`src/rtl/uart_pkg.sv`:
```
// Shared UART types, default timing constants and helpers.
// Used by both the transmit engine and the reusable FIFO consumers.
package uart_pkg;

    typedef enum logic [2:0] {
        IDLE,
        START,
        DATA,
        PARITY,
        STOP
    } tx_state_t;

    localparam int DEF_SYSCLK_RATE = 4;
    localparam int DEF_BAUD_RATE   = 1;
    localparam int DEF_DATA_BITS   = 8;
    localparam int DEF_STOP_BITS   = 2;

    localparam int CLKS_PER_BIT = DEF_SYSCLK_RATE / DEF_BAUD_RATE;
    localparam int FRAME_BITS   = DEF_DATA_BITS + 2 + DEF_STOP_BITS;

    function automatic int clks_per_bit(input int sysclk_rate, input int baud_rate);
        return sysclk_rate / baud_rate;
    endfunction

    // Payloads up to 32 bits are zero-extended by the caller; zeros do not change parity.
    function automatic logic even_parity(input logic [31:0] d);
        return ^d;
    endfunction

endpackage

```
`src/rtl/uart_tx_engine_if.sv`:
```
// Host-side bus of the UART transmitter: write port, CTS, serial line and FIFO status.
// master = host/bench side, slave = transmit engine.
interface uart_tx_engine_if #(
    parameter int DATA_BITS  = 8,
    parameter int FIFO_DEPTH = 8
) ();
    localparam int CNT_W = $clog2(FIFO_DEPTH + 1);

    logic                 Wr_En;
    logic [DATA_BITS-1:0] Wr_Data;
    logic                 CTS;
    logic                 Tx;
    logic                 Tx_Busy;
    logic                 FIFO_Full;
    logic                 FIFO_Empty;
    logic [CNT_W-1:0]     Count;
    logic                 Overflow;

    modport master (
        output Wr_En, Wr_Data, CTS,
        input  Tx, Tx_Busy, FIFO_Full, FIFO_Empty, Count, Overflow
    );

    modport slave (
        input  Wr_En, Wr_Data, CTS,
        output Tx, Tx_Busy, FIFO_Full, FIFO_Empty, Count, Overflow
    );
endinterface

```
`src/rtl/uart_sync_fifo.sv`:
```
// Single-clock FIFO with registered full/empty/count and a 1-cycle overflow pulse.
// Head word is visible on rd_dat with zero latency; writes while full are dropped.
module uart_sync_fifo #(
    parameter int DEPTH = 8,
    parameter int WIDTH = 8,
    localparam int AW   = $clog2(DEPTH),
    localparam int CW   = $clog2(DEPTH + 1)
) (
    input  logic             clk,
    input  logic             rst,
    input  logic             wr_en,
    input  logic [WIDTH-1:0] wr_dat,
    input  logic             rd_en,
    output logic [WIDTH-1:0] rd_dat,
    output logic             full,
    output logic             empty,
    output logic [CW-1:0]    count,
    output logic             overflow
);
    logic [WIDTH-1:0] mem [DEPTH];
    logic [AW-1:0]    wr_ptr;
    logic [AW-1:0]    rd_ptr;
    logic             push;
    logic             pop;
    logic [CW-1:0]    count_n;

    assign push    = wr_en && !full;
    assign pop     = rd_en && !empty;
    assign count_n = count + CW'(push) - CW'(pop);
    assign rd_dat  = mem[rd_ptr];

    always_ff @(posedge clk) begin
        if (push) begin
            mem[wr_ptr] <= wr_dat;
        end
    end

    // Power-of-two depth lets the pointers wrap naturally.
    always_ff @(posedge clk) begin
        if (rst) begin
            wr_ptr   <= '0;
            rd_ptr   <= '0;
            count    <= '0;
            full     <= 1'b0;
            empty    <= 1'b1;
            overflow <= 1'b0;
        end else begin
            if (push) wr_ptr <= wr_ptr + 1'b1;
            if (pop)  rd_ptr <= rd_ptr + 1'b1;
            count    <= count_n;
            full     <= (count_n == CW'(DEPTH));
            empty    <= (count_n == '0);
            overflow <= wr_en && full;
        end
    end

endmodule

```
`src/rtl/uart_tx_engine.sv`:
```
// FIFO-buffered UART transmitter: start, MSB-first data, even parity, STOP_BITS stop bits.
// First start bit one cycle after the push; CTS is sampled only between frames.
module uart_tx_engine
    import uart_pkg::*;
#(
    parameter int SYSCLK_RATE = 4,
    parameter int BAUD_RATE   = 1,
    parameter int DATA_BITS   = 8,
    parameter int STOP_BITS   = 2,
    parameter int FIFO_DEPTH  = 8
) (
    input  logic             SysClk,
    input  logic             Rst,
    uart_tx_engine_if.slave  bus
);
    localparam int CPB    = clks_per_bit(SYSCLK_RATE, BAUD_RATE);
    localparam int BAUD_W = (CPB > 1) ? $clog2(CPB) : 1;
    localparam int BIT_N  = (DATA_BITS > STOP_BITS) ? DATA_BITS : STOP_BITS;
    localparam int BIT_W  = (BIT_N > 1) ? $clog2(BIT_N) : 1;
    localparam int CNT_W  = $clog2(FIFO_DEPTH + 1);

    localparam logic [BAUD_W-1:0] BAUD_LAST = BAUD_W'(CPB - 1);
    localparam logic [BIT_W-1:0]  DATA_LAST = BIT_W'(DATA_BITS - 1);
    localparam logic [BIT_W-1:0]  STOP_LAST = BIT_W'(STOP_BITS - 1);

    tx_state_t             state_q, state_n;
    logic [BAUD_W-1:0]     baud_q, baud_n;
    logic [BIT_W-1:0]      bit_q, bit_n;
    logic [DATA_BITS-1:0]  sh_q, sh_n;
    logic                  par_q, par_n;
    logic                  tx_q, tx_n;
    logic                  busy_q, busy_n;
    logic                  pop;
    logic                  baud_end;

    logic [DATA_BITS-1:0]  fifo_dat;
    logic                  fifo_full;
    logic                  fifo_empty;
    logic [CNT_W-1:0]      fifo_count;
    logic                  fifo_ovf;

    uart_sync_fifo #(
        .DEPTH (FIFO_DEPTH),
        .WIDTH (DATA_BITS)
    ) u_fifo (
        .clk      (SysClk),
        .rst      (Rst),
        .wr_en    (bus.Wr_En),
        .wr_dat   (bus.Wr_Data),
        .rd_en    (pop),
        .rd_dat   (fifo_dat),
        .full     (fifo_full),
        .empty    (fifo_empty),
        .count    (fifo_count),
        .overflow (fifo_ovf)
    );

    assign bus.Tx         = tx_q;
    assign bus.Tx_Busy    = busy_q;
    assign bus.FIFO_Full  = fifo_full;
    assign bus.FIFO_Empty = fifo_empty;
    assign bus.Count      = fifo_count;
    assign bus.Overflow   = fifo_ovf;

    assign baud_end = (baud_q == BAUD_LAST);

    always_ff @(posedge SysClk) begin
        if (Rst) begin
            state_q <= IDLE;
            baud_q  <= '0;
            bit_q   <= '0;
            sh_q    <= '0;
            par_q   <= 1'b0;
            tx_q    <= 1'b1;
            busy_q  <= 1'b0;
        end else begin
            state_q <= state_n;
            baud_q  <= baud_n;
            bit_q   <= bit_n;
            sh_q    <= sh_n;
            par_q   <= par_n;
            tx_q    <= tx_n;
            busy_q  <= busy_n;
        end
    end

    // Tx is registered: each branch loads the level of the bit that starts on this edge.
    always_comb begin
        state_n = state_q;
        baud_n  = baud_q;
        bit_n   = bit_q;
        sh_n    = sh_q;
        par_n   = par_q;
        tx_n    = tx_q;
        busy_n  = busy_q;
        pop     = 1'b0;

        case (state_q)
            IDLE: begin
                tx_n   = 1'b1;
                baud_n = '0;
                bit_n  = '0;
                if (!fifo_empty && bus.CTS) begin
                    pop     = 1'b1;
                    sh_n    = fifo_dat;
                    par_n   = even_parity(32'(fifo_dat));
                    busy_n  = 1'b1;
                    tx_n    = 1'b0;
                    state_n = START;
                end
            end
            START: begin
                if (baud_end) begin
                    baud_n  = '0;
                    tx_n    = sh_q[DATA_BITS-1];
                    state_n = DATA;
                end else begin
                    baud_n = baud_q + 1'b1;
                end
            end
            DATA: begin
                if (baud_end) begin
                    baud_n = '0;
                    if (bit_q == DATA_LAST) begin
                        bit_n   = '0;
                        tx_n    = par_q;
                        state_n = PARITY;
                    end else begin
                        bit_n = bit_q + 1'b1;
                        sh_n  = sh_q << 1;
                        tx_n  = sh_q[DATA_BITS-2];
                    end
                end else begin
                    baud_n = baud_q + 1'b1;
                end
            end
            PARITY: begin
                if (baud_end) begin
                    baud_n  = '0;
                    tx_n    = 1'b1;
                    state_n = STOP;
                end else begin
                    baud_n = baud_q + 1'b1;
                end
            end
            STOP: begin
                tx_n = 1'b1;
                if (baud_end) begin
                    baud_n = '0;
                    if (bit_q == STOP_LAST) begin
                        bit_n   = '0;
                        busy_n  = 1'b0;
                        state_n = IDLE;
                    end else begin
                        bit_n = bit_q + 1'b1;
                    end
                end else begin
                    baud_n = baud_q + 1'b1;
                end
            end
            default: begin
                tx_n    = 1'b1;
                busy_n  = 1'b0;
                state_n = IDLE;
            end
        endcase
    end

endmodule

```
`src/flat_wrapper.sv`:
```
// flat-port wrapper written by rule: the top's interface ports become plain ports
module uart_tx_engine_flat import uart_pkg::*;
#(
    parameter int SYSCLK_RATE = 4,
    parameter int BAUD_RATE   = 1,
    parameter int DATA_BITS   = 8,
    parameter int STOP_BITS   = 2,
    parameter int FIFO_DEPTH  = 8
)
  (SysClk, Rst, bus_Wr_En, bus_Wr_Data, bus_CTS, bus_Tx, bus_Tx_Busy, bus_FIFO_Full, bus_FIFO_Empty, bus_Count, bus_Overflow);
  uart_tx_engine_if #(.DATA_BITS(DATA_BITS), .FIFO_DEPTH(FIFO_DEPTH)) bus_i ();
  input  logic SysClk;
  input  logic Rst;
  input wire logic [$bits(bus_i.Wr_En)-1:0] bus_Wr_En;
  input wire logic [$bits(bus_i.Wr_Data)-1:0] bus_Wr_Data;
  input wire logic [$bits(bus_i.CTS)-1:0] bus_CTS;
  output wire logic [$bits(bus_i.Tx)-1:0] bus_Tx;
  output wire logic [$bits(bus_i.Tx_Busy)-1:0] bus_Tx_Busy;
  output wire logic [$bits(bus_i.FIFO_Full)-1:0] bus_FIFO_Full;
  output wire logic [$bits(bus_i.FIFO_Empty)-1:0] bus_FIFO_Empty;
  output wire logic [$bits(bus_i.Count)-1:0] bus_Count;
  output wire logic [$bits(bus_i.Overflow)-1:0] bus_Overflow;
  assign bus_i.Wr_En = bus_Wr_En;
  assign bus_i.Wr_Data = bus_Wr_Data;
  assign bus_i.CTS = bus_CTS;
  assign bus_Tx = bus_i.Tx;
  assign bus_Tx_Busy = bus_i.Tx_Busy;
  assign bus_FIFO_Full = bus_i.FIFO_Full;
  assign bus_FIFO_Empty = bus_i.FIFO_Empty;
  assign bus_Count = bus_i.Count;
  assign bus_Overflow = bus_i.Overflow;
  uart_tx_engine #(.SYSCLK_RATE(SYSCLK_RATE), .BAUD_RATE(BAUD_RATE), .DATA_BITS(DATA_BITS), .STOP_BITS(STOP_BITS), .FIFO_DEPTH(FIFO_DEPTH)) u_core (.SysClk(SysClk), .Rst(Rst), .bus(bus_i));
endmodule
```
`config.mk`:
```
export PLATFORM = sky130hd
export DESIGN_NAME = uart_tx_engine_flat
export DESIGN_NICKNAME = d
export VERILOG_FILES = /design/src/rtl/uart_pkg.sv /design/src/rtl/uart_tx_engine_if.sv /design/src/rtl/uart_sync_fifo.sv /design/src/rtl/uart_tx_engine.sv /design/src/flat_wrapper.sv
export SDC_FILE = /design/constraint.sdc
export NUM_CORES = 1
export LEC_CHECK = 0
export CAP_MARGIN = 20
export CORE_MARGIN = 2
export CORE_UTILIZATION = 40
export DETAILED_ROUTE_END_ITERATION = 8
export PLACE_DENSITY = 0.61
export SETUP_SLACK_MARGIN = 0.1
export SLEW_MARGIN = 20
export SYNTH_ARGS = -nofsm -noshare
export SYNTH_HDL_FRONTEND = slang
export SYNTH_HIERARCHICAL = 1
export SYNTH_SLANG_ARGS = --single-unit
```
`constraint.sdc`:
```
create_clock -name SysClk -period 4 [get_ports SysClk]
set_clock_uncertainty 0.1 [all_clocks]
set_input_delay 0.6 -clock SysClk [delete_from_list [all_inputs] [get_ports SysClk]]
set_output_delay 0.6 -clock SysClk [all_outputs]
set_load 0.05 [all_outputs]
```
; Word-level counts from Yosys, hierarchy flattened
; Memories as Yosys holds them, arrays and structs flattened. A register that Yosys moved wholly into a read port is not among the register bits.
; Cells that the tools add are included.
[classes]
add_sub_neg = 6
n_eq_ne = 16
mux = 35
n_bitwise = 1
reduce_logical = 20
[ops]
columns = operator, count
row1 = 3-bit two-way mux, 13
row2 = 32-bit XOR reduction, 1
row3 = 8-bit two-way mux, 3
row4 = 8-bit case mux with 2 select lines, 1
row5 = 3-bit case mux with 5 select lines, 1
row6 = 2-bit by 1-bit != test with 1-bit output (second input constant), 7
row7 = 1-bit two-way mux, 12
row8 = 3-bit by 1-bit adder with 3-bit output (second input constant), 3
row9 = 3-bit case mux with 3 select lines, 1
row10 = 4-bit AND reduction, 2
row11 = 7-bit AND reduction, 1
row12 = 3-bit by 1-bit == test with 1-bit output (second input constant), 2
row13 = 3-bit by 2-bit == test with 1-bit output (second input constant), 2
row14 = 3-bit == test (second input constant), 2
row15 = 3-bit AND reduction, 2
row16 = 4-bit by 1-bit adder with 4-bit output, 1
row17 = 4-bit == test (second input constant), 1
row18 = 1-bit logical AND, 4
row19 = 4-bit logical NOT, 1
row20 = 1-bit case mux with 4 select lines, 1
row21 = 2-bit case mux with 2 select lines, 1
row22 = 2-bit nonzero test, 2
row23 = 4-bit OR reduction, 1
row24 = 4-bit by 1-bit subtractor with 4-bit output, 1
row25 = 11 further kinds, 12
[totals]
reg_bits = 32
mem_bits_rw = 64
inputBits = 12
output_inout_bits = 9
elab_cells = 92
mem_count = 1
[mem_list]
columns = memory, depth, width, read_ports, rd_clocked_by_memory_dff, write_ports, line_no
row1 = u_core.u_fifo.mem, 8, 8, 1, 1, 1, uart_sync_fifo.sv:20  ; logic [WIDTH-1:0] mem [DEPTH];

; Logic depth before layout (Yosys ltp)
[logic_depth]
depth_word = 7
ltp_mapped = 9
depth_no_buf = 9

; Hierarchy
; Netlist, hierarchy kept.
[modules_own_cells]
columns = module, instances, cells_each, area_each_um2
row1 = uart_sync_fifo, 1, 172, 3194.3
row2 = uart_tx_engine, 1, 121, 1114.8

; Worst setup path after synthesis
; Ideal clock, no wire load.
[synth_path]
kind = in2reg
startpoint = in bus_CTS
endpoint = reg u_core.u_fifo.full
setup_ns = 0.092
t_arrival_ns = 2.844
required_time_ns = 3.808
path_slack_ns = 0.964
cell_stages = 9
n_path_buf = 0
cell_sequence = or3b_4 nor3_1 nor2b_1 xor2_1 ha_1 fa_1 nor2_1 nand2_1 nor4_1
[synth_between]
elab_chain_cells = 6
[synth_rtl]
columns = item, line_no
row1 = from (decl), flat_wrapper.sv:16  ; input wire logic [$bits(bus_i.CTS)-1:0] bus_CTS;
row2 = 1-bit logical AND, uart_tx_engine.sv:103  ; if (!fifo_empty && bus.CTS) begin
row3 = 1-bit two-way mux, uart_tx_engine.sv:103
row4 = 1-bit two-way mux, uart_tx_engine.sv:98  ; case (state_q)
row5 = net u_core.pop, uart_tx_engine.sv:33  ; logic pop;
row6 = 1-bit logical AND, uart_sync_fifo.sv:28  ; assign pop = rd_en && !empty;
row7 = 4-bit by 1-bit subtractor with 4-bit output, uart_sync_fifo.sv:29  ; assign count_n = count + CW'(push) - CW'(pop);
row8 = net u_core.u_fifo.count_n[1], uart_sync_fifo.sv:25  ; logic [CW-1:0] count_n;
row9 = 4-bit == test, uart_sync_fifo.sv:51  ; full <= (count_n == CW'(DEPTH));
row10 = to (signal assigned), uart_sync_fifo.sv:51
row11 = to (decl), uart_sync_fifo.sv:15  ; output logic full,
; The timed path passes the listed nets, and every way through them passes these cells.
; A chain may end at the register's enable or synchronous reset.

; Worst setup path after layout
[layout_path]
startpoint = in bus_CTS
endpoint = reg u_core.u_fifo.full
[layout_between]
elab_chain_cells = 6
[layout_rtl]
columns = item, line_no
row1 = 1-bit logical AND, uart_tx_engine.sv:103
row2 = 1-bit two-way mux, uart_tx_engine.sv:103
row3 = 1-bit two-way mux, uart_tx_engine.sv:98
row4 = net u_core.pop, uart_tx_engine.sv:33
row5 = 1-bit logical AND, uart_sync_fifo.sv:28
row6 = 4-bit by 1-bit subtractor with 4-bit output, uart_sync_fifo.sv:29
row7 = 4-bit == test, uart_sync_fifo.sv:51
; The timed path passes the listed nets, and every way through them passes these cells.

==> flow_metrics.env <==
export IMPL_gp_congestion=0.734
export IMPL_seq_area_mm2=0.00262
export IMPL_remaining_drc_errors=0
export IMPL_synth_avg_cell_area_um2=14.7
export IMPL_synth_cell_types=46
export IMPL_cts_resized_gates=0
export IMPL_arrival_ns=3.40
export IMPL_drive_gt1_share_pct=14.5
export IMPL_die_h_um=108
export IMPL_clock_path_buffers=2
export IMPL_syn_inst=293
export IMPL_core_area_mm2=0.0104
export IMPL_hold_path_class="flip-flop to flip-flop"
export IMPL_die_area_mm2=0.0116
export IMPL_synth_top_family_by_area="multiplexers"
export IMPL_status="completed"
export IMPL_synthArstFlopShare_pct=0
export IMPL_required_ns=4.18
export IMPL_worstMarginPinSlew_ns=0.880
export IMPL_fin_area_mm2=0.00489
export IMPL_synth_simple_gate_area_share_pct=9.73
export IMPL_dieWidth_um=108
export IMPL_synth_compound_area_share_pct=5.17
export IMPL_finalSetupViolCount=0
export IMPL_dp_hpwl_mm=4.77
export IMPL_tns_ns=0
export IMPL_antenna_left=0
export IMPL_synth_mux_area_fraction_pct=15.1
export IMPL_routed_wl_mm=7.31
export IMPL_drv_cap=0
export IMPL_num_rows=37
export IMPL_yosys_area_share_adder_pct=3.34
export IMPL_start_kind="input pin"
export IMPL_hold_viol=0
export IMPL_diodes=0
export IMPL_ys_ff_latch=99
export IMPL_place_area_mm2=0.00466
export IMPL_clk_latency_ns=0.38
export IMPL_multi_input_area_mm2=0.00157
export IMPL_synth_cell_area_mm2=0.00431
export IMPL_grt_pass1_wl_mm=11.7
export IMPL_clockRootBuffer="clkbuf_8"
export IMPL_finalMaxSlewViolations=0
export IMPL_viasPerCell=5.12
export IMPL_initial_utilization_pct=41.6
export IMPL_n_fill_cell=917
export IMPL_post_route_min_period_ns=3.22
export IMPL_io_pins=21
export IMPL_synth_ff_type="edfxtp_1"
export IMPL_ctsHoldBuffers=0
export IMPL_rsz0062_at_grt="false"
export IMPL_dr_pass1_iters=4
export IMPL_cts_htree_levels=3
export IMPL_p_leak_nw=1.64
export IMPL_synthesis_nets=315
export IMPL_yosysWarnings=6
export IMPL_vias=2357
export IMPL_cts_clk_slew_worst_paths_ns=0.10
export IMPL_grt_pass1_vias=2239
export IMPL_synthXorXnorAreaFrac_pct=3.05
export IMPL_cts_buffers=9
export IMPL_cp_end_kind="flip-flop"
export IMPL_syn2layout_area_growth_pct=13.5
export IMPL_period_share_pct=80.6
export IMPL_cellPowerDensity_mw_per_mm2=581
export IMPL_wl_met1_mm=3.31
export IMPL_cts_setup_buffers=0
export IMPL_fmax_mhz=310
export IMPL_io_buffers=20
export IMPL_grt_max_degree=28
export IMPL_dr_wl_met3_um=228
export IMPL_wire_per_inst_um=15.9
export IMPL_grt_usage_pct=13.8
export IMPL_layout_commonest_cell="edfxtp_1"
export IMPL_synth_edff_count=64
export IMPL_crit_path_max_fanout=4
export IMPL_fin_nets=341
export IMPL_peakVddDrop_mv=0.555
export IMPL_gr_total_overflow=0
export IMPL_highest_signal_layer="met4"
export IMPL_yosysSeqAreaShare_pct=60.9
export IMPL_cts_tree="built"
export IMPL_mostFrequentLayoutCells="edfxtp_1, dfxtp_1, nor2_1"
export IMPL_drt_iter0_markers=85
export IMPL_criticalPathCategory="input pin to flip-flop"
export IMPL_clkSinkCount=99
export IMPL_slew_headroom_pct=41.3
export IMPL_antenna_found_initial=0
export IMPL_met2WireLength_mm=3.65
per-layer routing:
layer / up-vias / track usage [%]
met3: 12 / 4.42
met1: 1150 / 17.1
met2: 31 / 22.3
met4: 0 / 5.77
li1: 1164 / -
met5: - / 0
layout make-up:
| type | count | share of cell area, % |
|---|---|---|
| Sequential cell | 99 | 53.6 |
| Multi-Input combinational cell | 173 | 32.1 |
| Timing Repair Buffer | 31 | 5.68 |
| Tap cell | 136 | 3.48 |
| Clock buffer | 9 | 2.53 |
| Clock inverter | 7 | 2.23 |
| Inverter | 5 | 0.384 |
power breakdown:
group          leakage, nW  internal (W)  total, W  switching [W]
logic                0.656      0.000370  0.000800       0.000430
registers            0.867       0.00121   0.00130      0.0000898
clock network        0.119      0.000368  0.000740       0.000372
final timing paths:
check | depth (start not counted) | start | slack [ns] | end
max | 10 | bus_CTS | 0.78 | u_core/u_fifo/full
min | 2 | u_core/u_fifo/full | 0.38 | u_core/u_fifo/overflow
max reg2reg | 9 | u_core/state_q[1] | 0.99 | u_core/u_fifo/full
min reg2reg | 2 | u_core/u_fifo/full | 0.38 | u_core/u_fifo/overflow
flip-flops by register name, summed over array words and instances, names as in the netlist, named ones only:
| signal | cells |
|---|---|
| u_core/bus.Tx | 1 |
| u_core/u_fifo/full | 1 |
| u_core/u_fifo/mem | 64 |
| u_core/baud_q | 2 |
| u_core/sh_q | 8 |
| u_core/u_fifo/rd_ptr | 3 |
| u_core/u_fifo/overflow | 1 |
| u_core/u_fifo/empty | 1 |
| u_core/state_q | 3 |
| u_core/u_fifo/count | 4 |
| u_core/par_q | 1 |
| u_core/bit_q | 3 |
| u_core/bus.Tx_Busy | 1 |
| u_core/u_fifo/wr_ptr | 3 |
through the flow:
stage / setup WS, ns / instances / util, % / power, W / hold slack (ns)
final: 0.777 / 460 / 47.2 / 0.00284 / 0.377
after detailed placement: 0.426 / 444 / 45.0 / 0.00214 / 0.365
after global placement: 0.457 / 444 / 45.0 / 0.00212 / 0.364
after global routing: 0.560 / 460 / 47.2 / 0.00300 / 0.404
after CTS: 0.782 / 460 / 47.2 / 0.00288 / 0.370
after floorplan: 0.964 / 293 / - / 0.00194 / 0.360
synth_stat cells, types with 5 or more instances:
library cell / instances / area [um^2]
nand2_1: 5 / 18.8
mux2i_1: 11 / 110
o21ai_0: 5 / 25.0
nor3_1: 6 / 30.0
dfxtp_1: 35 / 701
nand2b_1: 6 / 37.5
inv_1: 5 / 18.8
clkbuf_1: 7 / 26.3
mux2_2: 11 / 124
nor2_1: 33 / 124
xnor2_1: 11 / 96.3
edfxtp_1: 64 / 1920
a211oi_1: 5 / 37.5
ha_1: 9 / 113
mux4_1: 15 / 394
a21oi_1: 8 / 40.0
nor2b_1: 6 / 37.5
critical path: stages:
cell             delay [ns]
clkdlybuf4s50_1        0.48
or3b_4                 0.40
nor3_1                 0.18
nor2b_1                0.38
xor2_1                 0.12
ha_1                   0.24
fa_1                   0.39
xnor2_1                0.24
nand2_1                0.09
nor4_1                 0.27
logic make-up after synthesis:
family                   count (synthesis)
buffers and inverters                   21
XOR/XNOR                                15
flip-flops                              99
adder cells (fa/ha/maj)                 11
AO/OA/AOI/OAI                           30
multiplexers                            38
AND/OR/NAND/NOR                         79
Power figures use the tool's default switching activity.
